--- src/rtl/pulse_rate_meter_pkg.sv ---
// Shared definitions for the pulse rate meter: FSM encodings and a counter sizing helper.
package pulse_rate_meter_pkg;

    typedef enum logic [1:0] {
        ST_IDLE    = 2'd0,
        ST_SETTLE  = 2'd1,
        ST_MEASURE = 2'd2
    } meter_state_t;

    // Bits needed to hold the values 0..n-1 (never less than one bit).
    function automatic int unsigned bits_for(input int unsigned n);
        int unsigned w;
        w = 1;
        for (int unsigned i = 1; i < 32; i++) begin
            if ((32'd1 << i) < n) begin
                w = i + 32'd1;
            end else begin
                w = w;
            end
        end
        return w;
    endfunction

endpackage

--- src/rtl/pulse_rate_meter_edge_sync.sv ---
// Synchroniser for an asynchronous input followed by a one-cycle rising-edge detector.
module edge_sync #(
    parameter int SYNC_STAGES = 2
) (
    input  logic clk,
    input  logic rst,
    input  logic sig_in,
    output logic rise
);

    logic [SYNC_STAGES-1:0] sync_r;
    logic                   sync_d_r;

    // Shift the raw input through the synchroniser and keep one cycle of history.
    always_ff @(posedge clk or negedge rst) begin
        if (!rst) begin
            sync_r   <= {SYNC_STAGES{1'b0}};
            sync_d_r <= 1'b0;
        end else begin
            sync_r   <= {sync_r[SYNC_STAGES-2:0], sig_in};
            sync_d_r <= sync_r[SYNC_STAGES-1];
        end
    end

    assign rise = sync_r[SYNC_STAGES-1] & ~sync_d_r;

endmodule

--- src/rtl/pulse_rate_meter.sv ---
// Counts rising edges of sig_in over back-to-back gate windows of the board clock and publishes
// each window's count with a one-cycle valid strobe.
module pulse_rate_meter
    import pulse_rate_meter_pkg::*;
#(
    parameter int BOARD_CLOCK_FREQUENCY_IN_HZ = 100_000_000,
    parameter int GATE_FREQUENCY_IN_HZ        = 1,
    parameter int COUNT_WIDTH                 = 32,
    parameter int SYNC_STAGES                 = 2
) (
    input  logic                   clk,
    input  logic                   rst,
    input  logic                   enable,
    input  logic                   sig_in,
    output logic [COUNT_WIDTH-1:0] freq_out,
    output logic                   freq_valid,
    output logic                   overflow,
    output logic                   gate_tick
);

    localparam int unsigned GATE_COUNT = BOARD_CLOCK_FREQUENCY_IN_HZ / GATE_FREQUENCY_IN_HZ;
    localparam int unsigned GATE_W     = bits_for(GATE_COUNT);
    localparam int unsigned SETTLE_W   = bits_for(SYNC_STAGES + 1);
    localparam logic [GATE_W-1:0]      GATE_LAST   = GATE_W'(GATE_COUNT - 1);
    localparam logic [SETTLE_W-1:0]    SETTLE_LAST = SETTLE_W'(SYNC_STAGES);
    localparam logic [COUNT_WIDTH-1:0] EDGE_MAX    = {COUNT_WIDTH{1'b1}};

    meter_state_t           state_r, state_nxt;
    logic [SETTLE_W-1:0]    settle_r, settle_nxt;
    logic [GATE_W-1:0]      gate_r, gate_nxt;
    logic [COUNT_WIDTH-1:0] edges_r, edges_nxt, edges_inc_s;
    logic                   sat_r, sat_nxt, sat_inc_s;
    logic                   window_done_s;
    logic                   rise_s;

    logic [COUNT_WIDTH-1:0] freq_out_r;
    logic                   freq_valid_r;
    logic                   overflow_r;
    logic                   gate_tick_r;

    edge_sync #(
        .SYNC_STAGES(SYNC_STAGES)
    ) u_edge_sync (
        .clk   (clk),
        .rst   (rst),
        .sig_in(sig_in),
        .rise  (rise_s)
    );

    // Edge count including this cycle's rise; a rise at full scale only marks saturation.
    always_comb begin
        edges_inc_s = edges_r;
        sat_inc_s   = sat_r;
        if (rise_s) begin
            if (edges_r == EDGE_MAX) begin
                sat_inc_s = 1'b1;
            end else begin
                edges_inc_s = edges_r + COUNT_WIDTH'(1'b1);
            end
        end else begin
            edges_inc_s = edges_r;
        end
    end

    // Next-state logic; counters fall back to zero unless a state keeps them running.
    always_comb begin
        state_nxt     = state_r;
        settle_nxt    = {SETTLE_W{1'b0}};
        gate_nxt      = {GATE_W{1'b0}};
        edges_nxt     = {COUNT_WIDTH{1'b0}};
        sat_nxt       = 1'b0;
        window_done_s = 1'b0;
        if (!enable) begin
            state_nxt = ST_IDLE;
        end else begin
            case (state_r)
                ST_IDLE: begin
                    state_nxt = ST_SETTLE;
                end
                ST_SETTLE: begin
                    if (settle_r == SETTLE_LAST) begin
                        state_nxt = ST_MEASURE;
                    end else begin
                        settle_nxt = settle_r + SETTLE_W'(1'b1);
                    end
                end
                ST_MEASURE: begin
                    if (gate_r == GATE_LAST) begin
                        window_done_s = 1'b1;
                    end else begin
                        gate_nxt  = gate_r + GATE_W'(1'b1);
                        edges_nxt = edges_inc_s;
                        sat_nxt   = sat_inc_s;
                    end
                end
                default: begin
                    state_nxt = ST_IDLE;
                end
            endcase
        end
    end

    // FSM and counter registers.
    always_ff @(posedge clk or negedge rst) begin
        if (!rst) begin
            state_r  <= ST_IDLE;
            settle_r <= {SETTLE_W{1'b0}};
            gate_r   <= {GATE_W{1'b0}};
            edges_r  <= {COUNT_WIDTH{1'b0}};
            sat_r    <= 1'b0;
        end else begin
            state_r  <= state_nxt;
            settle_r <= settle_nxt;
            gate_r   <= gate_nxt;
            edges_r  <= edges_nxt;
            sat_r    <= sat_nxt;
        end
    end

    // Output registers; gate_tick is registered from the next-cycle gate value so it lines up
    // with the final window cycle, and the result lands on the following (restart) cycle.
    always_ff @(posedge clk or negedge rst) begin
        if (!rst) begin
            freq_out_r   <= {COUNT_WIDTH{1'b0}};
            overflow_r   <= 1'b0;
            freq_valid_r <= 1'b0;
            gate_tick_r  <= 1'b0;
        end else begin
            freq_valid_r <= window_done_s;
            gate_tick_r  <= (state_nxt == ST_MEASURE) && (gate_nxt == GATE_LAST);
            if (window_done_s) begin
                freq_out_r <= edges_inc_s;
                overflow_r <= sat_inc_s;
            end else begin
                freq_out_r <= freq_out_r;
                overflow_r <= overflow_r;
            end
        end
    end

    assign freq_out   = freq_out_r;
    assign freq_valid = freq_valid_r;
    assign overflow   = overflow_r;
    assign gate_tick  = gate_tick_r;

endmodule

--- config.mk ---
export PLATFORM = sky130hd
export DESIGN_NAME = pulse_rate_meter
export DESIGN_NICKNAME = d
export VERILOG_FILES = /design/src/rtl/pulse_rate_meter_pkg.sv /design/src/rtl/pulse_rate_meter_edge_sync.sv /design/src/rtl/pulse_rate_meter.sv
export SDC_FILE = /design/constraint.sdc
export NUM_CORES = 1
export LEC_CHECK = 0
export BUFFER_PORTS_ARGS = -buffer_cell sky130_fd_sc_hd__clkbuf_2
export CAP_MARGIN = 0
export CORE_ASPECT_RATIO = 1.1
export CORE_UTILIZATION = 40
export CTS_CLUSTER_SIZE = 25
export DETAILED_ROUTE_END_ITERATION = 10
export GPL_TIMING_DRIVEN = 0
export PLACE_DENSITY = 0.54
export SETUP_SLACK_MARGIN = 0.3
export SYNTH_ARGS = -nofsm -noshare
export SYNTH_HDL_FRONTEND = slang
export SYNTH_HIERARCHICAL = 1
export SYNTH_SLANG_ARGS = --single-unit
--- constraint.sdc ---
create_clock -name clk -period 2.78 [get_ports clk]
set_input_delay 0.139 -clock clk [delete_from_list [all_inputs] [get_ports clk]]
set_output_delay 0.139 -clock clk [all_outputs]
set_load 0.005 [all_outputs]
==> results of run 1 <==
[kinds of logic after synthesis]
family	count (synthesis)	share of synthesized area [%]
xor+xnor	52	9.30
fa+ha+maj	2	0.511
flops	102	52.1
simple gates	240	26.3
mux	4	0.869
buf+inv	32	2.89
compound gates	64	8.00
[path summary, 6_finish.rpt]
path                                                  from                              end  cells past startpoint  slack [ns]
setup reg to reg                      gate_r[10]$_DFF_PN0_              gate_tick$_DFF_PN0_                      7        0.45
min in group asynchronous                              rst             freq_valid$_DFF_PN0_                      2        0.43
hold reg to reg            u_edge_sync/sync_r[0]$_DFF_PN0_  u_edge_sync/sync_r[1]$_DFF_PN0_                      0        0.35
max in group asynchronous                              rst             gate_r[14]$_DFF_PN0_                      2        1.76
setup / recovery                      gate_r[10]$_DFF_PN0_              gate_tick$_DFF_PN0_                      7        0.45
hold / removal                                      enable             state_r[1]$_DFF_PN0_                      2        0.06
[routing by layer]
layer | share of wire [%] | vias up | GRT usage [%]
met1 | 50 | 1807 | 27.5
met3 | 3.6 | 13 | 2.55
met4 | 1.9 | 0 | 7.36
met2 | 44 | 81 | 25.8
li1 | - | 1816 | -
met5 | 0 | - | 0
[where the power goes]
group          switching [mW]  internal [mW]  total [mW]
sequential            0.00391           1.49        1.49
clock                   0.544          0.660        1.20
combinational          0.0345        0.00916      0.0436
[cells in the mapped netlist, types with 4 or more instances]
| library cell | number |
|---|---|
| nor2_1 | 106 |
| dfrtp_1 | 102 |
| a21oi_1 | 37 |
| xnor2_1 | 35 |
| nand2_1 | 22 |
| nand3_1 | 18 |
| xor2_1 | 17 |
| buf_2 | 14 |
| nor3_1 | 13 |
| and3_1 | 11 |
| inv_1 | 11 |
| nor4_1 | 11 |
| nand4_1 | 10 |
| clkbuf_1 | 6 |
| nand3b_1 | 6 |
| nor4b_1 | 6 |
| a31oi_1 | 4 |
| nand2b_1 | 4 |
| nor3_2 | 4 |
[final cells by class]
type / count / area share [%]
flip-flops and latches: 102 / 45.4
multi-input cells: 362 / 39.7
clock buffers: 14 / 4.70
repair buffers: 40 / 3.90
well taps: 154 / 3.43
plain buffers: 21 / 1.80
inverters: 11 / 0.735
clock inverters: 2 / 0.289
[sequential cells by signal, indices dropped and copies added (netlist names)]
name	count
overflow	1
u_edge_sync/sync_d_r	1
freq_out	32
settle_r	2
gate_tick	1
sat_r	1
gate_r	27
freq_valid	1
edges_r	32
state_r	2
u_edge_sync/sync_r	2
[worst max-delay path, cell delays in order (launching register included)]
cell      delay (ns)
dfrtp_1         0.33
buf_2           0.19
and4_1          0.30
nand4_4         0.20
or3_1           0.40
o31ai_1         0.33
o211ai_1        0.20
nor4b_4         0.28
[repair_timing]
item / CTS / global route
setup endpoints to repair: 83 / 65
hold endpoints to repair: 103 / 0
gates resized for setup: 1 / 8
hold buffers: 2 / 0
gates cloned: 0 / 0
[metrics by stage]
step,hold slack [ns],area (sq um)
final,0.0578,5620
after floorplan,-0.157,4900
after detailed placement,0.250,5290
after global placement,0.250,5280
after CTS,0.0581,5590
after global routing,0.0683,5620
==> flow_summary.json, run 1 <==
{
  "drc": 0,
  "core_sq_um": 12000,
  "max_cap_viol_count": 0,
  "cts_root_buffer": "clkbuf_16",
  "cp-start-kind": "flop",
  "ys_types": 54,
  "dr.first_iter.drc_count": 218,
  "cts_inserted_buffers": 9,
  "place_inst": 688,
  "finalNonFillerCells": 706,
  "first_pass_iters": 5,
  "hp-class": "in2reg",
  "pre_cts_ws_ns": 0.207,
  "hold_violations": 0,
  "period_share_pct": 83.9,
  "synth_seq_cells": 102,
  "wl_mm": 10.5,
  "yosys.area.top_type": "dfrtp_1",
  "fillers": 1174,
  "place_congestion": 0.830,
  "grt_pass1_wl_mm": 18.0,
  "postSynth.asyncResetShare_pct": 100,
  "syn_inst": 496,
  "syn_area_per_cell_sq_um": 9.87,
  "power.leakage_nw": 2.35,
  "start_util_pct": 40.9,
  "final_common_cell": "nor2_1",
  "ant_nets": 0,
  "grt_pass1_vias": 3552,
  "clock_latency_ns": 0.35,
  "n_antenna_cell": 0,
  "row_count": 42,
  "fin_worst_skew_ns": 0.00556,
  "status": "complete, no violations",
  "die-area_sq_um": 12700,
  "rsz0062_at_grt": "no",
  "yosysWarnings": 6,
  "tightest_slew_ns": 0.825,
  "yosysSeqAreaShare_pct": 52.1,
  "overflow": 0,
  "die_y_um": 118,
  "clk_pin_slew_worst_paths_ns": 0.06,
  "cts.sinks": 102,
  "slew_headroom_pct": 45.0,
  "ys_top_cells_by_area": "dfrtp_1 (52%), nor2_1 (8.1%), xnor2_1 (6.3%)",
  "crit_type": "reg2reg",
  "numPortBuffers": 38,
  "vias_per_cell": 5.26,
  "htree_levels": 3,
  "synth_fp_nets": 502,
  "cts_buffer_depth": 2,
  "synthFlopType": "dfrtp_1",
  "vdd_drop_max_uv": 231,
  "wire_per_inst_um": 14.9,
  "min_period_ns": 2.33,
  "final-max-slew-violation-count": 0,
  "nets": 553,
  "postCtsSetupBuffers": 0,
  "fin_setup_tns_ns": 0,
  "cp.required_ns": 3.03,
  "antenna_found_initial": 0,
  "io_pins": 39,
  "arrival_ns": 2.59,
  "drive_gt1_share_pct": 15.9,
  "setup_ws_ns": 0.447,
  "dpl.hpwl_mm": 7.18,
  "synth_area_sq_um": 4900,
  "synth.top_cell.area_share_pct": 52.1,
  "powerDensity_nw_per_um2": 487,
  "die_w_um": 107,
  "ff_latch_area_sq_um": 2550,
  "area_delta_synth_final_pct": 14.8,
  "endpoint_kind": "flop",
  "final_cell_mix": "nor2_1 (105), dfrtp_1 (102), clkbuf_2 (38)",
  "setup_viol": 0,
  "crit_fanout": 10,
  "cts_tree": "built",
  "grt_max_degree": 103,
  "synth-edff-count": 0,
  "final_core_util_pct": 46.9,
  "p_total_mw": 2.74,
  "multiInputGateArea_sq_um": 2230,
  "clock.fmax_mhz": 429,
  "via_count": 3717,
  "globalRouteTotalUtil_pct": 18.1
}
No activity file was read; power rests on OpenSTA's default activity.
==> inputs of run 2 (changes only) <==
--- a/config.mk
+++ b/config.mk
@@ -5,6 +5,7 @@
 export SDC_FILE = /design/constraint.sdc
 export NUM_CORES = 1
 export LEC_CHECK = 0
+export ABC_AREA = 1
 export BUFFER_PORTS_ARGS = -buffer_cell sky130_fd_sc_hd__clkbuf_2
 export CAP_MARGIN = 0
 export CORE_ASPECT_RATIO = 1.1
@@ -12,7 +13,7 @@
 export CTS_CLUSTER_SIZE = 25
 export DETAILED_ROUTE_END_ITERATION = 10
 export GPL_TIMING_DRIVEN = 0
-export PLACE_DENSITY = 0.54
+export PLACE_DENSITY = 0.56
 export SETUP_SLACK_MARGIN = 0.3
 export SYNTH_ARGS = -nofsm -noshare
 export SYNTH_HDL_FRONTEND = slang
==> constraint.sdc (replaced) <==
create_clock -name clk -period 2.1 [get_ports clk]
set_input_delay 0.105 -clock clk [delete_from_list [all_inputs] [get_ports clk]]
set_output_delay 0.105 -clock clk [all_outputs]
set_load 0.005 [all_outputs]
==> flow_summary.json, run 2 <==
{
  "ff_latch_area_sq_um": 2570,
  "synthTopCellsByCount": "nand2_1 (222), nor2_1 (124), dfrtp_1 (102), nand3_1 (78), inv_1 (77)",
  "max_cap_viol_count": 0,
  "busiest_layer": "met2",
  "clk_pin_slew_worst_paths_ns": 0.07,
  "drc": 0,
  "multiInputGateArea_sq_um": 3420,
  "yosysSeqAreaShare_pct": 45.3,
  "yosysWarnings": 6,
  "dr.first_iter.drc_count": 318,
  "wire_per_inst_um": 15.5,
  "cp.required_ns": 2.38,
  "gr-usage-met2_pct": 37.8,
  "hp-class": "in2reg",
  "final_common_cell": "nand2_1",
  "globalRouteTotalUtil_pct": 22.3,
  "ys_types": 37,
  "postSynth.asyncResetShare_pct": 100,
  "tightest_slew_ns": 0.636,
  "ys_top_cells_by_area": "dfrtp_1 (45%), nand2_1 (15%), nor2_1 (8.3%)",
  "postPlaceCellArea_sq_um": 6090,
  "endpoint_kind": "flop",
  "final-max-slew-violation-count": 0,
  "status": "complete, no violations",
  "vias_per_cell": 5.07,
  "arrival_ns": 2.17,
  "p_total_mw": 3.73,
  "powerDensity_nw_per_um2": 479,
  "period_share_pct": 90.0,
  "yosys.area.top_type": "dfrtp_1",
  "clock_latency_ns": 0.36,
  "cts_buffer_depth": 2,
  "first_pass_iters": 6,
  "use_met1_pct": 27.0,
  "numPortBuffers": 38,
  "syn_inst": 768,
  "io_pins": 39,
  "use_met3_pct": 3.39,
  "rsz0062_at_grt": "yes",
  "yosysMostFrequentCell": "nand2_1",
  "cts_root_buffer": "clkbuf_16",
  "final_cell_mix": "nand2_1 (186), nor2_1 (96), dfrtp_1 (89)",
  "cp-start-kind": "flop",
  "start_util_pct": 40.9,
  "finalNonFillerCells": 1069,
  "synthFlopType": "dfrtp_1",
  "clock.fmax_mhz": 529,
  "syn_area_per_cell_sq_um": 7.34,
  "drive_gt1_share_pct": 35.3,
  "antenna_found_initial": 0,
  "area_delta_synth_final_pct": 38.0,
  "crit_fanout": 5,
  "fillers": 1255,
  "n_antenna_cell": 0,
  "die_y_um": 127,
  "crit_type": "reg2reg",
  "via_count": 5421,
  "synth-edff-count": 0,
  "grt_pass1_wl_mm": 24.6,
  "grt_pass1_vias": 5008,
  "nets": 882,
  "cts_tree": "built",
  "design_area_sq_um": 7780,
  "dpl.hpwl_mm": 11.0,
  "die-area_sq_um": 14600,
  "cts_inserted_buffers": 9,
  "hold_ws_ns": 0.0336,
  "fin_worst_skew_ns": 0.00756,
  "fin_setup_tns_ns": 0,
  "hold_violations": 0,
  "synth_seq_cells": 102,
  "die_w_um": 115,
  "cts.sinks": 102,
  "htree_levels": 3,
  "grt_max_degree": 59,
  "power.leakage_nw": 3.63,
  "place_inst": 995,
  "synth.top_cell.area_share_pct": 45.3,
  "slew_headroom_pct": 57.6,
  "setup_viol": 0,
  "wl_mm": 16.5,
  "min_period_ns": 1.89,
  "vdd_drop_max_uv": 320,
  "row_count": 45,
  "overflow": 0,
  "core_sq_um": 13800,
  "ant_nets": 0,
  "synth_area_sq_um": 5640,
  "synth_fp_nets": 774,
  "place_congestion": 0.931
}
## run 2: power by group
group	total, mW	internal, mW	switching, mW
combinational	0.169	0.0551	0.114
clock	1.58	0.843	0.738
sequential	1.97	1.97	0.00453
## run 2: through the flow
stage	util, %	worst slack [ns]
2_1_floorplan	-	0.346
3_3_place_gp	43.9	-0.461
3_5_place_dp	44.2	-0.137
4_1_cts	49.7	0.232
5_1_grt	56.4	0.121
6_report	56.4	0.209
## run 2: cells by family after synthesis
family / Yosys count / share of synthesized area [%]
buffers and inverters: 101 / 7.35
AO/OA/AOI/OAI: 52 / 5.13
AND/OR/NAND/NOR: 487 / 38.1
adder cells (fa/ha/maj): 2 / 0.444
flip-flops: 102 / 45.3
XOR/XNOR: 24 / 3.73
## run 2: cell type report
| type | count | area share [%] |
|---|---|---|
| inverters | 83 | 4.30 |
| flip-flops and latches | 102 | 33.0 |
| well taps | 188 | 3.02 |
| clock inverters | 4 | 0.386 |
| plain buffers | 18 | 2.36 |
| multi-input cells | 565 | 44.0 |
| repair buffers | 97 | 9.75 |
| clock buffers | 12 | 3.17 |
## run 2: final timing paths
path / start / to / slack (ns) / depth (start not counted)
max: gate_r[0]$_DFF_PN0_ / gate_tick$_DFF_PN0_ / 0.21 / 13
min: enable / state_r[0]$_DFF_PN0_ / 0.03 / 3
max reg2reg: gate_r[0]$_DFF_PN0_ / gate_tick$_DFF_PN0_ / 0.21 / 13
min reg2reg: u_edge_sync/sync_r[0]$_DFF_PN0_ / u_edge_sync/sync_r[1]$_DFF_PN0_ / 0.36 / 0
max in group asynchronous: rst / gate_r[6]$_DFF_PN0_ / 1.06 / 3
min in group asynchronous: rst / freq_out[10]$_DFFE_PN0P_ / 0.32 / 2
## run 2: what timing repair did
action | 4_1_cts | 5_1_grt
pin swaps | 26 | 65
buffers inserted | 25 | 26
hold endpoints to repair | 45 | 0
gates resized for setup | 74 | 194
hold buffers | 2 | 0
cloned | 0 | 5
endpoints found under the setup margin | 83 | 77
## run 2: layer usage
layer	vias up	share of wire (%)
met5	-	0
met1	2585	41
met4	0	3.5
met3	42	4.0
met2	147	52
li1	2647	-
## run 2: critical path: stages (launching register included)
cell	delay, ns
dfrtp_1	0.40
buf_4	0.15
inv_1	0.07
nor2_4	0.17
nand2_4	0.09
nor2_4	0.19
nand2_2	0.07
nand2_1	0.08
nand2_1	0.05
nor2_1	0.08
nand2_1	0.06
nor2_2	0.16
nand3_1	0.11
nor2_1	0.12
==> inputs of run 3 (changes only) <==
--- a/config.mk
+++ b/config.mk
@@ -6,13 +6,12 @@
 export NUM_CORES = 1
 export LEC_CHECK = 0
 export ABC_AREA = 1
-export BUFFER_PORTS_ARGS = -buffer_cell sky130_fd_sc_hd__clkbuf_2
+export BUFFER_PORTS_ARGS = -buffer_cell sky130_fd_sc_hd__buf_2
 export CAP_MARGIN = 0
 export CORE_ASPECT_RATIO = 1.1
 export CORE_UTILIZATION = 40
 export CTS_CLUSTER_SIZE = 25
 export DETAILED_ROUTE_END_ITERATION = 10
-export GPL_TIMING_DRIVEN = 0
 export PLACE_DENSITY = 0.56
 export SETUP_SLACK_MARGIN = 0.3
 export SYNTH_ARGS = -nofsm -noshare
==> flow_summary.json, run 3 (synthesis results as in run 2) <==
{
  "status": "complete, no violations",
  "cts_tree": "built",
  "fin_setup_tns_ns": 0,
  "cp.required_ns": 2.38,
  "max_cap_viol_count": 0,
  "power.leakage_nw": 3.53,
  "rsz0062_at_grt": "yes",
  "die-area_sq_um": 14600,
  "cts_buffer_depth": 2,
  "wire_per_inst_um": 15.0,
  "fin_worst_skew_ns": 0.0135,
  "drive_gt1_share_pct": 30.3,
  "htree_levels": 3,
  "worstRegToRegCells": 8,
  "crit_path_cell_trace": "nand2_2 > nor3_4 > nand3_2 > nand3b_1 > buf_6 > nand3_1 > o21ai_1 > o21ai_1",
  "die_y_um": 127,
  "powerDensity_nw_per_um2": 496,
  "grt_pass1_vias": 5046,
  "met3_length_um": 340,
  "max_stage_delay_ns": 0.42,
  "fillers": 1284,
  "finalNonFillerCells": 1059,
  "slowest_stage": "dfrtp_1",
  "reg2reg_setup_slack_ns": 0.32,
  "vdd_drop_max_uv": 312,
  "crit_top_cell": "o21ai_1",
  "clk_pin_slew_worst_paths_ns": 0.07,
  "start_util_pct": 40.9,
  "drc": 0,
  "grt_max_degree": 39,
  "antenna_found_initial": 0,
  "clock.fmax_mhz": 562,
  "endpoint_kind": "flop",
  "crit_type": "reg2reg",
  "dr_wl_met2_mm": 8.33,
  "hold_ws_ns": 0.0346,
  "grt_pass1_wl_mm": 24.4,
  "top_layer_used": "met4",
  "design_area_sq_um": 7490,
  "crit_fanout": 6,
  "vias_per_cell": 4.93,
  "pre_cts_ws_ns": -0.0502,
  "min_period_ns": 1.78,
  "clock_latency_ns": 0.36,
  "nets": 873,
  "slew_headroom_pct": 67.6,
  "dpl.hpwl_mm": 10.6,
  "cts.sinks": 102,
  "setup_ws_ns": 0.321,
  "final_cell_mix": "nand2_1 (203), dfrtp_1 (94), nor2_1 (91)",
  "period_share_pct": 84.7,
  "postPlaceCellArea_sq_um": 6150,
  "hold_violations": 0,
  "globalRouteTotalUtil_pct": 21.8,
  "p_total_mw": 3.72,
  "die_w_um": 115,
  "place_inst": 996,
  "final_core_util_pct": 54.3,
  "n_antenna_cell": 0,
  "via_count": 5225,
  "worstSetupStartpoint": "edges_r[20]$_DFF_PN0_",
  "cp-start-kind": "flop",
  "r2r_start": "edges_r[20]$_DFF_PN0_",
  "tightest_slew_ns": 0.486,
  "core_sq_um": 13800,
  "cts_inserted_buffers": 9,
  "first_pass_iters": 5,
  "setup_viol": 0,
  "row_count": 45,
  "arrival_ns": 2.06,
  "io_pins": 39,
  "worstReg2RegEnd": "freq_out[9]$_DFFE_PN0P_",
  "hp-class": "in2reg",
  "place_congestion": 0.921,
  "m1WireLength_mm": 6.94,
  "final_common_cell": "nand2_1",
  "endpoint": "freq_out[9]$_DFFE_PN0P_",
  "overflow": 0,
  "numPortBuffers": 38,
  "ant_nets": 0,
  "final-max-slew-violation-count": 0,
  "wl_mm": 15.9,
  "area_delta_synth_final_pct": 32.9,
  "cts_root_buffer": "clkbuf_16",
  "dr.first_iter.drc_count": 234
}
## run 3: changes by cell type in the layout (fill, tap and decap cells not counted), sizes merged
cell | before | now
buf | 68 | 102
clkbuf | 57 | 13
nand2 | 229 | 230
clkinvlp | 1 | 2
inv | 85 | 83
## run 3: worst max-delay path: cells and delay by family, from the launching register on
family	cells	cell delay (ns)
AOI/OAI and AO/OA	2	0.23
DFF	1	0.42
buffers and inverters	1	0.21
and+or+nand+nor	5	0.83
## run 3: routing by layer
layer	up-vias	track usage [%]
met3	19	3.20
met5	-	0
li1	2636	-
met4	0	7.72
met1	2497	26.7
met2	73	38.9
## run 3: cell type report
cell class	instances	area (sq um)	share of cell area (%)
Multi-Input combinational cell	566	3230	43.1
Sequential cell	102	2560	34.2
Timing Repair Buffer	105	861	11.5
Inverter	83	332	4.42
Clock buffer	12	256	3.42
Tap cell	188	235	3.14
Clock inverter	3	20.0	0.267
## run 3: worst min path at each step
stage	from	endpoint	slack [ns]	depth (start not counted)
after CTS	enable	state_r[0]$_DFF_PN0_	0.02	3
final	enable	state_r[0]$_DFF_PN0_	0.03	3
after global routing	enable	state_r[0]$_DFF_PN0_	0.04	3
after floorplan	rst	edges_r[0]$_DFF_PN0_	-0.19	0
after detailed placement	rst	freq_out[10]$_DFFE_PN0P_	0.10	1
after global placement	rst	freq_out[10]$_DFFE_PN0P_	0.09	1
## run 3: timing repair
| item | CTS | global route |
|---|---|---|
| setup buffers | 10 | 30 |
| endpoints found under the setup margin | 72 | 68 |
| hold buffers | 2 | 0 |
| hold endpoints to repair | 34 | 0 |
| gates resized for setup | 45 | 139 |
| pin swaps | 7 | 42 |
| cloned | 4 | 2 |
## run 3: report_power, final
part	total [mW]	internal (mW)	leakage, nW	switching, mW
Clock	1.60	0.861	0.131	0.735
Combinational	0.148	0.0468	2.00	0.101
Sequential	1.97	1.97	1.40	0.00406
Total	3.72	2.88	3.53	0.840
